==> src/rtl/fetch_unit.sv <==
// Instruction-fetch stage: owns the PC, captures the ROM word into an IF/ID
// register with valid/ready, and supports redirects, a hardware loop stack and halt/start.
module fetch_unit #(
  parameter int IW         = 16,
  parameter int LSD        = 8,
  parameter int START_ADDR = 0
) (
  input  logic          CLK,
  input  logic          reset_n,
  input  logic          start,
  input  logic          halt_req,
  output logic [IW-1:0] inst_addr,
  input  logic [8:0]    inst_in,
  output logic          if_valid,
  output logic [8:0]    if_inst,
  output logic [IW-1:0] if_pc,
  input  logic          if_ready,
  input  logic          redirect,
  input  logic [IW-1:0] redirect_addr,
  input  logic          loop_push,
  input  logic [IW-1:0] loop_addr,
  input  logic          loop_pop,
  input  logic          loop_back,
  output logic          halted,
  output logic          stack_err
);
  localparam int AW = $clog2(LSD);
  localparam logic [IW-1:0] START_PC = IW'(START_ADDR);
  localparam logic [AW:0]   FULL_CNT = (AW+1)'(LSD);
  localparam logic [AW:0]   ONE_CNT  = (AW+1)'(1);

  typedef enum logic [1:0] {IDLE, RUN, HALTING} state_t;

  state_t        stateReg, stateNext;
  logic [IW-1:0] pcReg, pcNext;
  logic [IW-1:0] ifPcReg, ifPcNext;
  logic [8:0]    instReg, instNext;
  logic          validReg, validNext;
  logic          errReg, errNext;
  logic [AW:0]   depthReg, depthNext;

  logic [IW-1:0] stackMem [LSD];
  logic          memWe;
  logic [AW-1:0] memWaddr;
  logic [AW-1:0] topIdx;
  logic [IW-1:0] topEntry;
  logic          stackEmpty, stackFull, bufFree, jumpTaken;
  logic [IW-1:0] jumpTarget;

  assign stackEmpty = (depthReg == '0);
  assign stackFull  = (depthReg == FULL_CNT);
  assign topIdx     = AW'(depthReg - ONE_CNT);
  assign topEntry   = stackMem[topIdx];
  assign bufFree    = !validReg || if_ready;

  // Jump target is taken from the pre-update top so same-cycle push/pop cannot affect it.
  always_comb begin
    jumpTaken  = 1'b0;
    jumpTarget = redirect_addr;
    if (redirect) begin
      jumpTaken = 1'b1;
    end else if (loop_back && !stackEmpty) begin
      jumpTaken  = 1'b1;
      jumpTarget = topEntry;
    end
  end

  always_comb begin
    stateNext = stateReg;
    pcNext    = pcReg;
    ifPcNext  = ifPcReg;
    instNext  = instReg;
    validNext = validReg;
    errNext   = errReg;
    depthNext = depthReg;
    memWe     = 1'b0;
    memWaddr  = '0;

    case (stateReg)
      IDLE: begin
        validNext = 1'b0;
        if (start) begin
          stateNext = RUN;
          pcNext    = START_PC;
          depthNext = '0;
          errNext   = 1'b0;
        end
      end
      RUN: begin
        if (!redirect && loop_back && stackEmpty) errNext = 1'b1;
        if (jumpTaken) begin
          pcNext    = jumpTarget;
          validNext = 1'b0;
        end else if (!halt_req && bufFree) begin
          instNext  = inst_in;
          ifPcNext  = pcReg;
          validNext = 1'b1;
          pcNext    = pcReg + IW'(1);
        end else if (halt_req && if_ready) begin
          validNext = 1'b0;
        end
        if (halt_req) stateNext = HALTING;
      end
      HALTING: begin
        if (bufFree) begin
          validNext = 1'b0;
          stateNext = IDLE;
        end
      end
      default: stateNext = IDLE;
    endcase

    // Push+pop on a non-empty stack overwrites the top; on empty it degrades to a push.
    if (stateReg == RUN || stateReg == HALTING) begin
      if (loop_push && loop_pop && !stackEmpty) begin
        memWe    = 1'b1;
        memWaddr = topIdx;
      end else if (loop_push) begin
        if (stackFull) begin
          errNext = 1'b1;
        end else begin
          memWe     = 1'b1;
          memWaddr  = depthReg[AW-1:0];
          depthNext = depthReg + ONE_CNT;
        end
      end else if (loop_pop) begin
        if (stackEmpty) errNext = 1'b1;
        else            depthNext = depthReg - ONE_CNT;
      end
    end
  end

  always_ff @(posedge CLK) begin
    if (memWe) stackMem[memWaddr] <= loop_addr;
  end

  always_ff @(posedge CLK or negedge reset_n) begin
    if (!reset_n) begin
      stateReg <= IDLE;
      pcReg    <= START_PC;
      ifPcReg  <= '0;
      instReg  <= '0;
      validReg <= 1'b0;
      errReg   <= 1'b0;
      depthReg <= '0;
    end else begin
      stateReg <= stateNext;
      pcReg    <= pcNext;
      ifPcReg  <= ifPcNext;
      instReg  <= instNext;
      validReg <= validNext;
      errReg   <= errNext;
      depthReg <= depthNext;
    end
  end

  assign inst_addr = pcReg;
  assign if_valid  = validReg;
  assign if_inst   = instReg;
  assign if_pc     = ifPcReg;
  assign halted    = (stateReg == IDLE);
  assign stack_err = errReg;
endmodule

==> config.mk <==
export PLATFORM = sky130hd
export DESIGN_NAME = fetch_unit
export DESIGN_NICKNAME = d
export VERILOG_FILES = /design/src/rtl/fetch_unit.sv
export SDC_FILE = /design/constraint.sdc
export NUM_CORES = 1
export LEC_CHECK = 0
export ABC_CLOCK_PERIOD_IN_PS = 4700
export BUFFER_PORTS_ARGS = -buffer_cell sky130_fd_sc_hd__clkbuf_2
export CAP_MARGIN = 5
export CELL_PAD_IN_SITES_DETAIL_PLACEMENT = 0
export CELL_PAD_IN_SITES_GLOBAL_PLACEMENT = 1
export CORE_UTILIZATION = 40
export DETAILED_ROUTE_END_ITERATION = 8
export GPL_TIMING_DRIVEN = 0
export PLACE_DENSITY = 0.74
export SLEW_MARGIN = 30
export SYNTH_ARGS = -nofsm -noshare
export SYNTH_HDL_FRONTEND = slang
export SYNTH_SLANG_ARGS = --single-unit
==> constraint.sdc <==
create_clock -name CLK -period 4.7 [get_ports CLK]
set_input_delay 0.235 -clock CLK [delete_from_list [all_inputs] [get_ports CLK]]
set_output_delay 0.235 -clock CLK [all_outputs]
set_load 0.005 [all_outputs]
==> metrics.txt, run 1 <==
actual slew at the worst max-slew pin=0.882 ns; Hold Path Class=in2reg; Placeable Area=19,500 µm²; GRT Total Usage=19.8%; Top Layer Used=met4; P_leak=3.56 nW; Worst R2R Path Depth=10; Bufs on Longest Clock Path=2; FP Rows=51; 1st-iter DRT viols=278; antenna-violating nets left=0; met1 wire length=8810 µm; CP Launch Type=flip-flop; clk_lat worst skew=0.43 ns; die width=143 µm; Die Y=143 µm; pwr dens=626 nW/µm²; synth top area cells=edfxtp_1 (49%), dfrtp_1 (15%), mux2_2 (4.3%); post-synthesis sequential area ratio=64.0%; Crit-path slowest cell=clkbuf_1; clock skew=0.00585 ns; Net Count, Synth=642; router iterations before antenna repair=5; crit-path max FO=10; CP top delay family=buffers and inverters; Via-to-Cell Ratio=5.54; cells after synthesis=585; Synth Area per Inst=13.5 µm²; Slew headroom=40.8%; async set or reset register ratio after synthesis=27.7%; Synth Flop Type=edfxtp_1; worst hold endpoint=if_inst[6]; wire length per cell=19.9 µm; GPL Wtd Cong=0.920; synthesized area=7930 µm²; largest area contributor in the netlist=edfxtp_1; status=finished, final reports clean; I/O pin cnt=94; Port Buf Inserts=93; Final HPWL DP=13,400 µm; Yosys top cell area share=48.5%; period utilization=92.9%; reg-to-reg endpoint=stackMem[4][0]; Layout area overhead=18.4%; met2 wire length=9360 µm; most frequent cell after synthesis=edfxtp_1; Power Total=0.00587 W; CTS Sinks=177; Final Max Slew Viols=0; final hold vios=0; Finish-stage setup viols=0; number of gates resized after cts=0; Syn. warnings=0; final setup margin=0.334 ns; final WL=19,500 µm; RR Startpoint=depthReg[0]; Max Fclk=229 MHz; Distinct cells, synth=57; largest net degree at the start of global routing=50; initial core utilization=40.7%; Final Critical Period=4.37 ns; Nets=758; grt total ovfl=0; WP data required=4.84 ns; Hold Buf Count CTS=1; CP endpoint kind=flip-flop; flops & latches, synth=177; Fill cells=1,685; pre-CTS setup slack=0.0642 ns; vias in the first global route=5,300; unrepaired setup endpoints after global routing=false; Worst path max stage delay=0.59 ns; ANT cells=0; final core occ=48.2%; initial antenna violation count=0; die area=20,400 µm²; clock slew at reported path FFs=0.06 ns; postcts setup bufs=0; H-tree levels=4; reg-to-reg slack, setup=0.33 ns; CP cell instances=clkbuf_1 > clkinv_1 > ha_1 > clkbuf_1 > clkbuf_1 > a2bb2oi_1 > nor2_1 > a211oi_4 > buf_6 > buf_6; first-pass GRT wire length=29,600 µm; Via Count=5,425; type of the worst setup path=reg2reg; cts bufs inserted=17; crit path DAT=4.51 ns; DR WL met3=1070 µm; commonest cells in the netlist=edfxtp_1 (128), nand2_1 (75), dfrtp_1 (49), o21ai_0 (32), mux2_2 (30); CP most frequent cell=clkbuf_1; Worst Setup SP=depthReg[0]; CP bufs+invs=6; Hold Startpoint=inst_in[6]; CTS tree=built; hold depth=2; DRC Markers=0; max_cap viols=0; CTS root buf=clkbuf_16; layout cells sized above 1=28.9%; EDFF count, synth=128; worst vdd ir=0.282 mV
==> worst max-delay path by stage <==
stage / end / cells past startpoint
2_1_floorplan: stackMem[4][0] / 8
3_3_place_gp: stackMem[4][0] / 8
3_5_place_dp: stackMem[2][3] / 8
4_1_cts: stackMem[2][2] / 8
5_1_grt: stackMem[4][0] / 10
6_report: stackMem[4][0] / 10
==> cell usage in the layout (no fill, tap or decap), types with 13 or more instances in the layout <==
cell       instances
clkbuf_2          92
clkbuf_1          19
nand2_1           75
clkbuf_16         17
nor2_1            16
mux2_2            30
nand4_1           13
a21oi_1           20
dfrtp_1           49
nand3_1           25
o21ai_0           32
mux2_4            18
edfxtp_1         128
==> state kept, by name (all words and copies together) (netlist names) <==
signal	flops
if_inst	9
if_pc	16
stack_err	1
if_valid	1
inst_addr	16
stateReg	2
stackMem	128
depthReg	4
==> metrics by stage <==
step	hold WS (ns)	std cells	setup TNS [ns]	instance area, µm²
after floorplan	-0.0606	585	0	7930
after global placement	0.473	943	-50.02	8720
after detailed placement	0.349	946	0	8810
after CTS	0.0249	979	0	9380
after global routing	0.0309	979	0	9380
final	0.0386	979	0	9380
==> per-layer routing <==
| metal | vias to the layer above | track usage [%] |
|---|---|---|
| met5 | - | 0 |
| met4 | 0 | 6.17 |
| met3 | 28 | 4.90 |
| met2 | 197 | 32.3 |
| met1 | 2723 | 25.8 |
| li1 | 2477 | - |
==> cell families (layout without fill, tap and decap cells) <==
family          Yosys count  in the layout  share of synthesized area (%)
buf+inv                  38            167                           2.34
mux                      64             64                           11.3
compound gates          118            118                           9.79
fa+ha+maj                 7              7                           1.11
flops                   177            177                           64.0
xor+xnor                  9              9                          0.995
simple gates            172            172                           10.5
==> area by class of cell <==
type	instances	area, µm²	area share (%)
Tap cell	265	332	3.53
Multi-Input combinational cell	370	2720	29.0
Sequential cell	177	5070	54.0
Inverter	8	30.0	0.320
Clock buffer	19	433	4.61
Buffer	30	155	1.65
Clock inverter	13	126	1.35
Timing Repair Buffer	97	515	5.49
==> worst register-to-register path: cells and delay by family (launching register included) <==
family | cells | cell delay, ns
buffers and inverters | 6 | 2.26
adder cells (fa/ha/maj) | 1 | 0.40
AND/OR/NAND/NOR | 1 | 0.27
flip-flops | 1 | 0.38
AO/OA/AOI/OAI | 2 | 0.78
==> power by group <==
part / switching [W] / internal [W] / total (W)
clock: 0.000604 / 0.000739 / 0.00134
combinational: 0.00138 / 0.000980 / 0.00236
sequential: 0.000196 / 0.00197 / 0.00217
Note: power is estimated with default switching activity, not from simulation.
==> run 2: changes to the inputs <==
--- a/config.mk
+++ b/config.mk
@@ -10,10 +10,10 @@
 export CAP_MARGIN = 5
 export CELL_PAD_IN_SITES_DETAIL_PLACEMENT = 0
 export CELL_PAD_IN_SITES_GLOBAL_PLACEMENT = 1
-export CORE_UTILIZATION = 40
+export CORE_UTILIZATION = 48
 export DETAILED_ROUTE_END_ITERATION = 8
 export GPL_TIMING_DRIVEN = 0
-export PLACE_DENSITY = 0.74
+export PLACE_DENSITY = 0.86
 export SLEW_MARGIN = 30
 export SYNTH_ARGS = -nofsm -noshare
 export SYNTH_HDL_FRONTEND = slang
==> run 2 against run 1 <==
Against the previous run:
- non-clock buffer count stayed put
- final cell count fell by 5.0%
- critical path depth shrank 2
- setup slack better by 0.088 ns
- largest power group unchanged
- sequential power is essentially flat
- clock-buffer cell count did not move
- sequential share of layout area rose by 0.30 points
- total power grew 0.22%
- first-iteration DRC count increased by 82%
- clock power is essentially flat
==> metrics.txt, run 2 (synthesis results as in run 1) <==
Slew headroom=44.4% (+3.6 points); cts bufs inserted=17 (unchanged); router iterations before antenna repair=5 (unchanged); CTS root buf=clkbuf_16; Max Fclk=234 MHz (+2.1%); FP Rows=46 (-9.8%); Final Max Slew Viols=0 (unchanged); Fill cells=1,300 (-23%); Biggest register=stackMem; crit-path max FO=16 (+6); layout cells sized above 1=28.4% (-0.42 points); number of gates resized after cts=0 (unchanged); first-pass GRT wire length=29,000 µm (-1.9%); CTS tree=built; Hold Buf Count CTS=1 (unchanged); Worst Setup SP=depthReg[0]; worst vdd ir=0.360 mV (+28%); wire length per cell=20.4 µm (+2.2%); CTS Sinks=177 (unchanged); clk_lat worst skew=0.43 ns (about the same); Nets=758 (unchanged); initial antenna violation count=0 (unchanged); Final Critical Period=4.28 ns (-0.0883 ns); ANT cells=0 (unchanged); max reg flops=128 (unchanged); actual slew at the worst max-slew pin=0.831 ns (-0.0507 ns); largest net degree at the start of global routing=50 (unchanged); max_cap viols=0 (unchanged); status=finished, final reports clean; Worst R2R Path Depth=8 (-2); unrepaired setup endpoints after global routing=false; Die Y=130 µm (-8.6%); Final HPWL DP=12,700 µm (-5.1%); reg-to-reg endpoint=stackMem[5][6]; Via Count=5,492 (+1.2%); setup tns final=0 ns (unchanged); H-tree levels=4 (unchanged); period utilization=91.0% (-1.9 points); Layout area overhead=17.7%; leading cell type in the layout, fill and taps excluded=edfxtp_1; final hold vios=0 (unchanged); 1st-iter DRT viols=505 (+82%); CP endpoint=stackMem[5][6]; CP Launch Type=flip-flop; WP data required=4.76 ns (-0.08 ns); vias in the first global route=5,369 (+1.3%); P_leak=3.57 nW (+0.34%); Via-to-Cell Ratio=5.91 (+6.6%); crit path DAT=4.34 ns (-0.17 ns); type of the worst setup path=reg2reg; GRT Total Usage=23.4% (+3.6 points); Placeable Area=16,000 µm² (-18%); postcts setup bufs=0 (unchanged); final core occ=58.3% (+10 points); multi-input logic area=2720 µm² (unchanged); die width=130 µm (-8.6%); GPL Wtd Cong=0.866 (-5.9%); CP endpoint kind=flip-flop; Hold Path Class=in2reg; I/O pin cnt=94 (unchanged); reg-to-reg slack, setup=0.42 ns (+0.09 ns); Finish-stage setup viols=0 (unchanged); DRC Markers=0 (unchanged); final WL=18,900 µm (-3.0%); initial core utilization=49.5% (+8.8 points); pwr dens=631 nW/µm² (+0.78%); Bufs on Longest Clock Path=2 (unchanged); Port Buf Inserts=93 (unchanged); antenna-violating nets left=0 (unchanged); Sequential cell area=5070 µm² (unchanged); clock slew at reported path FFs=0.07 ns (about the same); hold depth=2 (unchanged); clock skew=0.0110 ns (+0.00516 ns); most frequent cells in the layout=edfxtp_1 (128), clkbuf_2 (92), nand2_1 (75); grt total ovfl=0 (unchanged); die area=17,000 µm² (-16%); RR Startpoint=depthReg[0]
-- run 2: cell count changes in the layout (fill, tap and decap cells not counted), sizes merged --
| cell | change |
|---|---|
| bufinv | +1 |
| inv | -2 |
| clkinvlp | -3 |
| clkinv | +4 |
-- run 2: stage by stage --
step,setup slack [ns],cell area [µm²],power [W],hold slack (ns),instances
floorplan,0.881,7930,0.00374,-0.0606,585
CTS,0.0756,9330,0.00589,0.0194,930
detailed placement,0.111,8750,0.00452,0.344,897
global placement,-1.14,8660,0.00444,0.470,894
finish,0.422,9330,0.00589,0.0319,930
global route,0.129,9330,0.00621,0.0222,930
-- run 2: layout make-up --
class	count	share of cell area [%]
Tap cell	216	2.90
Sequential cell	177	54.3
Multi-Input combinational cell	370	29.2
Inverter	8	0.322
Timing Repair Buffer	97	5.53
Clock inverter	13	1.45
Clock buffer	19	4.64
Buffer	30	1.66
-- run 2: critical path, cell delays in order (launching register included) --
cell and delay (ns):
dfrtp_1 0.35, clkbuf_1 0.48, clkinv_1 0.41, ha_1 0.39, clkbuf_1 0.37, clkbuf_1 0.62, a2bb2oi_1 0.40, nor2_1 0.27
nor2b_4 0.61
-- run 2: where the power goes --
| part | internal, W | switching (W) | leakage [nW] |
|---|---|---|---|
| sequential | 0.00197 | 0.000199 | 1.78 |
| clock | 0.000782 | 0.000579 | 0.274 |
| combinational | 0.000980 | 0.00138 | 1.51 |
| total | 0.00373 | 0.00215 | 3.57 |
-- run 2: worst min path at each step --
| stage | endpoint | start |
|---|---|---|
| floorplan | depthReg[0] | reset_n |
| global placement | if_pc[12] | if_pc[12] |
| detailed placement | if_inst[1] | reset_n |
| CTS | if_inst[0] | inst_in[0] |
| global route | if_inst[0] | inst_in[0] |
| finish | if_inst[0] | inst_in[0] |
-- run 2: metal layers --
layer / GRT usage, % / wire length [µm]
met5: 0 / 0
met4: 9.47 / 401
met3: 6.19 / 1570
met2: 38.4 / 9020
met1: 29.6 / 7960
